**config.mk**
```make
export PLATFORM = sky130hd
export DESIGN_NAME = regfile_mp_scoreboard
export DESIGN_NICKNAME = d
export VERILOG_FILES = /design/src/rtl/regfile_mp_scoreboard.sv
export SDC_FILE = /design/constraint.sdc
export NUM_CORES = 2
export LEC_CHECK = 0
export CORE_MARGIN = 2
export CORE_UTILIZATION = 25
export CTS_BUF_LIST = sky130_fd_sc_hd__clkbuf_8
export CTS_CLUSTER_SIZE = 30
export DETAILED_ROUTE_END_ITERATION = 8
export PLACE_DENSITY_LB_ADDON = 0.08
export SETUP_SLACK_MARGIN = 0.15
export SLEW_MARGIN = 40
export SYNTH_ARGS = -nofsm -noshare
export SYNTH_HDL_FRONTEND = slang
export SYNTH_SLANG_ARGS = --single-unit
```
**constraint.sdc**
```tcl
create_clock -name CLK -period 7.26 [get_ports CLK]
set_clock_uncertainty 0.15 [all_clocks]
set_input_delay 1.089 -clock CLK [delete_from_list [all_inputs] [get_ports CLK]]
set_output_delay 1.089 -clock CLK [all_outputs]
set_load 0.01 [all_outputs]
```
**src/rtl/regfile_mp_scoreboard.sv**
```systemverilog
`default_nettype none
// ============================================================================
// Module      : regfile_mp_scoreboard
// Description : Multi-port integer register file with x0 hard-wired to zero.
//               Provides NRP combinational read ports and NWP synchronous
//               write ports, where the highest-index port wins a collision.
//               A per-register busy scoreboard is set at issue and cleared
//               at writeback; flush clears every busy bit.
//               Optional macro RF_BYPASS_EN adds a same-cycle path from the
//               write ports to the read ports.
// Revision    : 1.0 - initial release
// ============================================================================
module regfile_mp_scoreboard #(
  parameter int XLEN  = 32,
  parameter int NREGS = 32,
  parameter int AW    = $clog2(NREGS),
  parameter int NRP   = 2,
  parameter int NWP   = 2
) (
  input  logic                CLK,
  input  logic                RST_N,
  input  logic [NRP*AW-1:0]   rd_addr,
  output logic [NRP*XLEN-1:0] rd_data,
  output logic [NRP-1:0]      rd_busy,
  input  logic [NWP-1:0]      wr_en,
  input  logic [NWP*AW-1:0]   wr_addr,
  input  logic [NWP*XLEN-1:0] wr_data,
  input  logic                iss_valid,
  input  logic [AW-1:0]       iss_rd,
  input  logic                flush,
  output logic [AW:0]         busy_cnt
);

  localparam logic [AW:0] C_NREGS = (AW+1)'(NREGS);

  logic [XLEN-1:0]  r_regs [NREGS];
  logic [NREGS-1:0] r_busy;
  logic [NREGS-1:0] w_busy_next;

  // An address is backed by storage when it is neither x0 nor past the end.
  function automatic logic addr_ok(input logic [AW-1:0] a);
    return (a != '0) && ({1'b0, a} < C_NREGS);
  endfunction

  // Register storage: later (higher-index) write ports override earlier ones.
  always_ff @(posedge CLK or negedge RST_N) begin
    if (!RST_N) begin
      for (int r = 0; r < NREGS; r++) begin
        r_regs[r] <= '0;
      end
    end else begin
      for (int w = 0; w < NWP; w++) begin
        if (wr_en[w] && addr_ok(wr_addr[w*AW +: AW])) begin
          r_regs[wr_addr[w*AW +: AW]] <= wr_data[w*XLEN +: XLEN];
        end
      end
    end
  end

  // Busy next-state: writeback clears, issue sets over it, flush clears all.
  always_comb begin
    w_busy_next = r_busy;
    for (int r = 1; r < NREGS; r++) begin
      for (int w = 0; w < NWP; w++) begin
        if (wr_en[w] && (wr_addr[w*AW +: AW] == AW'(r))) begin
          w_busy_next[r] = 1'b0;
        end
      end
      if (iss_valid && (iss_rd == AW'(r))) begin
        w_busy_next[r] = 1'b1;
      end
      if (flush) begin
        w_busy_next[r] = 1'b0;
      end
    end
    w_busy_next[0] = 1'b0;
  end

  // Busy scoreboard state.
  always_ff @(posedge CLK or negedge RST_N) begin
    if (!RST_N) begin
      r_busy <= '0;
    end else begin
      r_busy <= w_busy_next;
    end
  end

  // Population count of the registered busy bits.
  always_comb begin
    busy_cnt = '0;
    for (int r = 0; r < NREGS; r++) begin
      busy_cnt = busy_cnt + (AW+1)'(r_busy[r]);
    end
  end

  generate
    for (genvar p = 0; p < NRP; p++) begin : g_rd
      logic [AW-1:0]   w_addr;
      logic [XLEN-1:0] w_data;
      logic            w_hit;

      assign w_addr = rd_addr[p*AW +: AW];

      // Read mux, optionally overridden by a same-cycle writeback.
      always_comb begin
        w_data = '0;
        w_hit  = 1'b0;
        if (addr_ok(w_addr)) begin
          w_data = r_regs[w_addr];
        end
`ifdef RF_BYPASS_EN
        for (int w = 0; w < NWP; w++) begin
          if (wr_en[w] && (wr_addr[w*AW +: AW] == w_addr) && addr_ok(w_addr)) begin
            w_data = wr_data[w*XLEN +: XLEN];
            w_hit  = 1'b1;
          end
        end
`endif
      end

      assign rd_data[p*XLEN +: XLEN] = w_data;
      assign rd_busy[p] = addr_ok(w_addr) ? (r_busy[w_addr] & ~w_hit) : 1'b0;
    end
  endgenerate

endmodule
`default_nettype wire
```
==> impl_summary.md <==
Timing
Hold is met by 0.226 ns. The relative max-transition margin is 36.5%. The worst path setup slack after routing is 0.00407 ns.

The highest clock rate is 0.138 GHz. Setup repair after global routing could not meet its margin everywhere. The final worst-path cycle share is 99.9%. The slew of the pin with the lowest slew margin is 0.952 ns.

The hold violation count in the final report is 0. The total of endpoints with negative setup slack in the final report is 0. The worst path in the final design needs a cycle of 7.26 ns, including I/O delays and setup. Summed over all failing endpoints, the final setup total negative slack is 0 ns.

The final max-slew violation count came to 0.

GRT
Summed over all layers, the global routing overflow is 0. The global-route usage over all layers is 28.0%. The largest net degree at the start of global routing is 123. The via count of the first global-routing pass is 55436. The number of antenna violations at the first check in global routing is 25. The first-pass GRT wire length is 521 mm.

Finish
The post-layout utilization of the core is 29.2%. The number of cells in the finished layout apart from fillers is 10149. The filler cell count in the final layout is 27319. Cells with a size suffix above 1 make up 18.8% of the layout. The final layout net count is 6579. Relative to the synthesized area, the layout overhead comes to 16.2%.

Critical path
The category of the most critical setup path is reg2out. The critical path data required time is 6.02 ns. The startpoint type of the worst setup path is a flip-flop.

For this run, the slowest stage of the critical path takes 0.54 ns. The arrival time of data at the critical path endpoint is 6.02 ns. The cell that appears most often on the critical path is sky130_fd_sc_hd__fa_1. The worst setup path is captured at a primary output. Among all stages on the critical path, the largest delay is contributed by sky130_fd_sc_hd__fa_1. The highest fanout seen on the critical path is 2. Traced cell by cell, the critical path runs through fa_1 -> inv_1 -> fa_1 -> inv_2 -> fa_1 -> inv_1 -> fa_1 -> fa_1 -> fa_1 -> inv_1 -> fa_2 -> fa_2 -> a21o_1 -> a21oi_2 -> xnor2_2 -> buf_2.

Routing
The vias after detailed routing is 56839. The count of nets left with antenna violations once routing finished came out at 0. The remaining design rule violation count is 10. The routed wire length is 387 mm. Dividing the detail-routed via count by the number of cells gives 5.60.

The detailed router's first-iteration violation count is 6347. The average wire per cell in the routed design is 38.1 microns. The first TritonRoute pass finished after 7 iterations.

Floorplan
The floorplan core area is 0.265 sq mm. Once the floorplan was initialized, standard cells occupied 25.1% of the core. The row count is 189. The die covers 0.270 sq mm.

From bottom edge to top edge, the die measures 520 microns. The number of top-level pins is 167. In this run the horizontal extent of the chip is 520 microns.

Yosys
The mean area per synthesized cell is 10.2 sq um. Synthesis inferred 1055 register bits. Sequential cells were found to cover 39.7% of the synthesized design area. The count of distinct cell types in the synthesized netlist is 57. The total of warnings raised by yosys is 0.

The share of flip-flops with an asynchronous set or reset after synthesis is 100%. Counting every net in the synthesized netlist gives 6678. Synthesis produced 6553 cells.

The flip-flop cell with the highest count after synthesis is sky130_fd_sc_hd__dfrtp_1. The number of synthesized flops with an enable pin is 0. The post-synthesis instance area is 0.0666 sq mm.

Power
The analysis attributes to cell leakage a power of 32.0 nW. The cell-internal power is 0.0135 W. The clock network accounts for 31.1% of the total power. Net switching is 34.8% of the power. In this run, the combinational gates consume 26.7% of the power. The largest voltage drop on the vdd net is 0.000211 V. For this design the total switching power over the nets is 0.00720 W.

The part of the power in registers is 42.2%. The power per standard cell area is 268 mW/mm^2.

Worst hold path
The min-delay analysis places its worst path in the category reg2reg.

Place
The number of placed instances, taps included is 9762. The estimated wirelength of the detail-placed design is 237 mm. Routability-driven placement finished with a final weighted congestion of 0.838. The number of buffer cells added on primary ports is 166. The worst-case setup slack after placement is 0.349 ns.

Outcome
The final reports fail on design-rule violations. The flow ran to the end, but the final reports show violations.

Clocking
The H-tree depth is 4. The number of clock sinks is 1055. Clock tree synthesis inserted a total of 213 buffers.

The CTS clock-pin slew for the worst setup and hold paths is 0.06 ns. The cell chosen for the clock root is sky130_fd_sc_hd__clkbuf_8. The clock latency reported for the late side of the worst-skew pair is 1.01 ns. The CTS tree is done. The maximum clock insertion buffer count is 3.

Flow run
Across the run, the number of max-cap violations was 0.
-- cell usage after synthesis, drive strengths merged, types with 2 or more instances --
library cell	n	share of area [%]
xnor2	2	0.026
a32oi	176	2.3
or2	2	0.019
a211oi	32	0.36
and4	2	0.026
a31oi	108	1.0
nand4	28	0.26
nand2	530	3.0
a221oi	35	0.46
nor3b	2	0.038
a21oi	752	5.7
and3	5	0.047
nor3	3	0.023
and2	11	0.10
mux4	391	13
mux2i	1075	16
o21ai	257	1.9
nor2	878	5.0
a22o	5	0.066
nand2b	6	0.056
and4bb	3	0.056
nand4b	3	0.039
clkbuf	559	3.2
a22oi	90	1.0
dfrtp	1055	40
or3b	3	0.039
fa	23	0.69
nand3	19	0.20
inv	47	0.27
a311oi	32	0.42
and4b	6	0.090
mux2	98	1.7
buf	243	2.2
nor2b	50	0.47
ha	7	0.13
a21o	3	0.034
-- final cells by class --
type,count,area (sq um),area share [%]
diodes,6,15.0,0.0194
clock buffers,261,3590,4.64
clock inverters,110,599,0.775
inverters,47,179,0.231
multi-input cells,4649,37200,48.1
flip-flops and latches,1055,26400,34.1
well taps,3533,4420,5.72
repair buffers,488,4940,6.39
-- power groups by stage --
stage / sequential [W] / combinational (W) / clock [W]
2_1_floorplan: 0.00824 / 0.00376 / 0
3_3_place_gp: 0.00875 / 0.00542 / 0
3_5_place_dp: 0.00877 / 0.00551 / 0
4_1_cts: 0.00868 / 0.00553 / 0.00657
5_1_grt: 0.00890 / 0.00595 / 0.00683
6_report: 0.00874 / 0.00553 / 0.00644
-- stage by stage --
| stage | cell area (sq um) | total power, W |
|---|---|---|
| global route | 77300 | 0.0217 |
| floorplan | 66600 | 0.0120 |
| CTS | 77300 | 0.0208 |
| global placement | 72300 | 0.0142 |
| detailed placement | 73000 | 0.0143 |
| finish | 77300 | 0.0207 |
-- cell families (layout without fill, tap and decap cells) --
family	after synthesis	count (layout)	share of synthesized area, %
AOI/OAI and AO/OA	1497	1497	13.4
xor gates and xnor gates	3	3	0.0395
adders and majority gates	30	30	0.823
buffers and inverters	849	906	5.59
DFF	1055	1055	39.7
muxes	1564	1564	31.1
other	0	6	0
and+or+nand+nor	1555	1555	9.47
-- sequential cells by signal, indices dropped and copies added, names as in the netlist --
| signal | count |
|---|---|
| r_regs | 1024 |
| r_busy | 31 |
-- layout by cell type, fill, tap and decap left out, types with 21 or more instances in the layout --
cell                              count
sky130_fd_sc_hd__a22oi_1             90
sky130_fd_sc_hd__buf_4              253
sky130_fd_sc_hd__a21oi_1            749
sky130_fd_sc_hd__a311oi_1            31
sky130_fd_sc_hd__nor2_1             847
sky130_fd_sc_hd__o21ai_0            227
sky130_fd_sc_hd__buf_12              46
sky130_fd_sc_hd__a211oi_1            32
sky130_fd_sc_hd__a32oi_1            176
sky130_fd_sc_hd__nand2_1            508
sky130_fd_sc_hd__o21ai_1             30
sky130_fd_sc_hd__mux4_2             391
sky130_fd_sc_hd__mux2i_1           1075
sky130_fd_sc_hd__inv_1              120
sky130_fd_sc_hd__a221oi_1            35
sky130_fd_sc_hd__nand4_1             28
sky130_fd_sc_hd__clkdlybuf4s50_1    145
sky130_fd_sc_hd__fa_1                21
sky130_fd_sc_hd__mux2_2              98
sky130_fd_sc_hd__nor2_4              25
sky130_fd_sc_hd__dfrtp_1           1055
sky130_fd_sc_hd__nor2b_1             40
sky130_fd_sc_hd__a31oi_1            108
sky130_fd_sc_hd__clkbuf_8           261
-- layer usage --
| metal | routed length (microns) | vias up | track usage (%) |
|---|---|---|---|
| met5 | 74 | - | 0 |
| met4 | 15700 | 10 | 10.0 |
| met3 | 24000 | 613 | 4.50 |
| met2 | 179000 | 2521 | 44.9 |
| met1 | 168000 | 29914 | 38.0 |
| li1 | - | 23781 | - |
-- worst max-delay path, delay by kind of cell (launching register included) --
family / cells / cell delay [ns]
flops: 1 / 0.40
buf+inv: 5 / 0.38
xor+xnor: 1 / 0.17
fa+ha+maj: 8 / 3.71
compound gates: 2 / 0.34
-- repair_timing --
item,CTS,global route
resized for setup,26,6
hold endpoints to repair,51,0
hold buffers,1,0
pin swaps,7,3
endpoints found under the setup margin,5,6
buffers inserted,6,2
-- path summary, 6_finish.rpt --
check,startpoint,endpoint,slack [ns],cells after the start
setup / recovery,r_busy[18]$_DFFE_PN0P_,busy_cnt[4],0.004,16
hold / removal,r_regs[1000]$_DFF_PN0_,r_regs[1000]$_DFF_PN0_,0.23,0
setup reg to reg,r_busy[16]$_DFFE_PN0P_,r_busy[16]$_DFFE_PN0P_,6.19,4
hold reg to reg,r_regs[1000]$_DFF_PN0_,r_regs[1000]$_DFF_PN0_,0.23,0
max in group asynchronous,RST_N,r_regs[311]$_DFF_PN0_,4.69,4
min in group asynchronous,RST_N,r_regs[324]$_DFF_PN0_,0.49,2
Note: power is estimated with default switching activity, not from simulation.
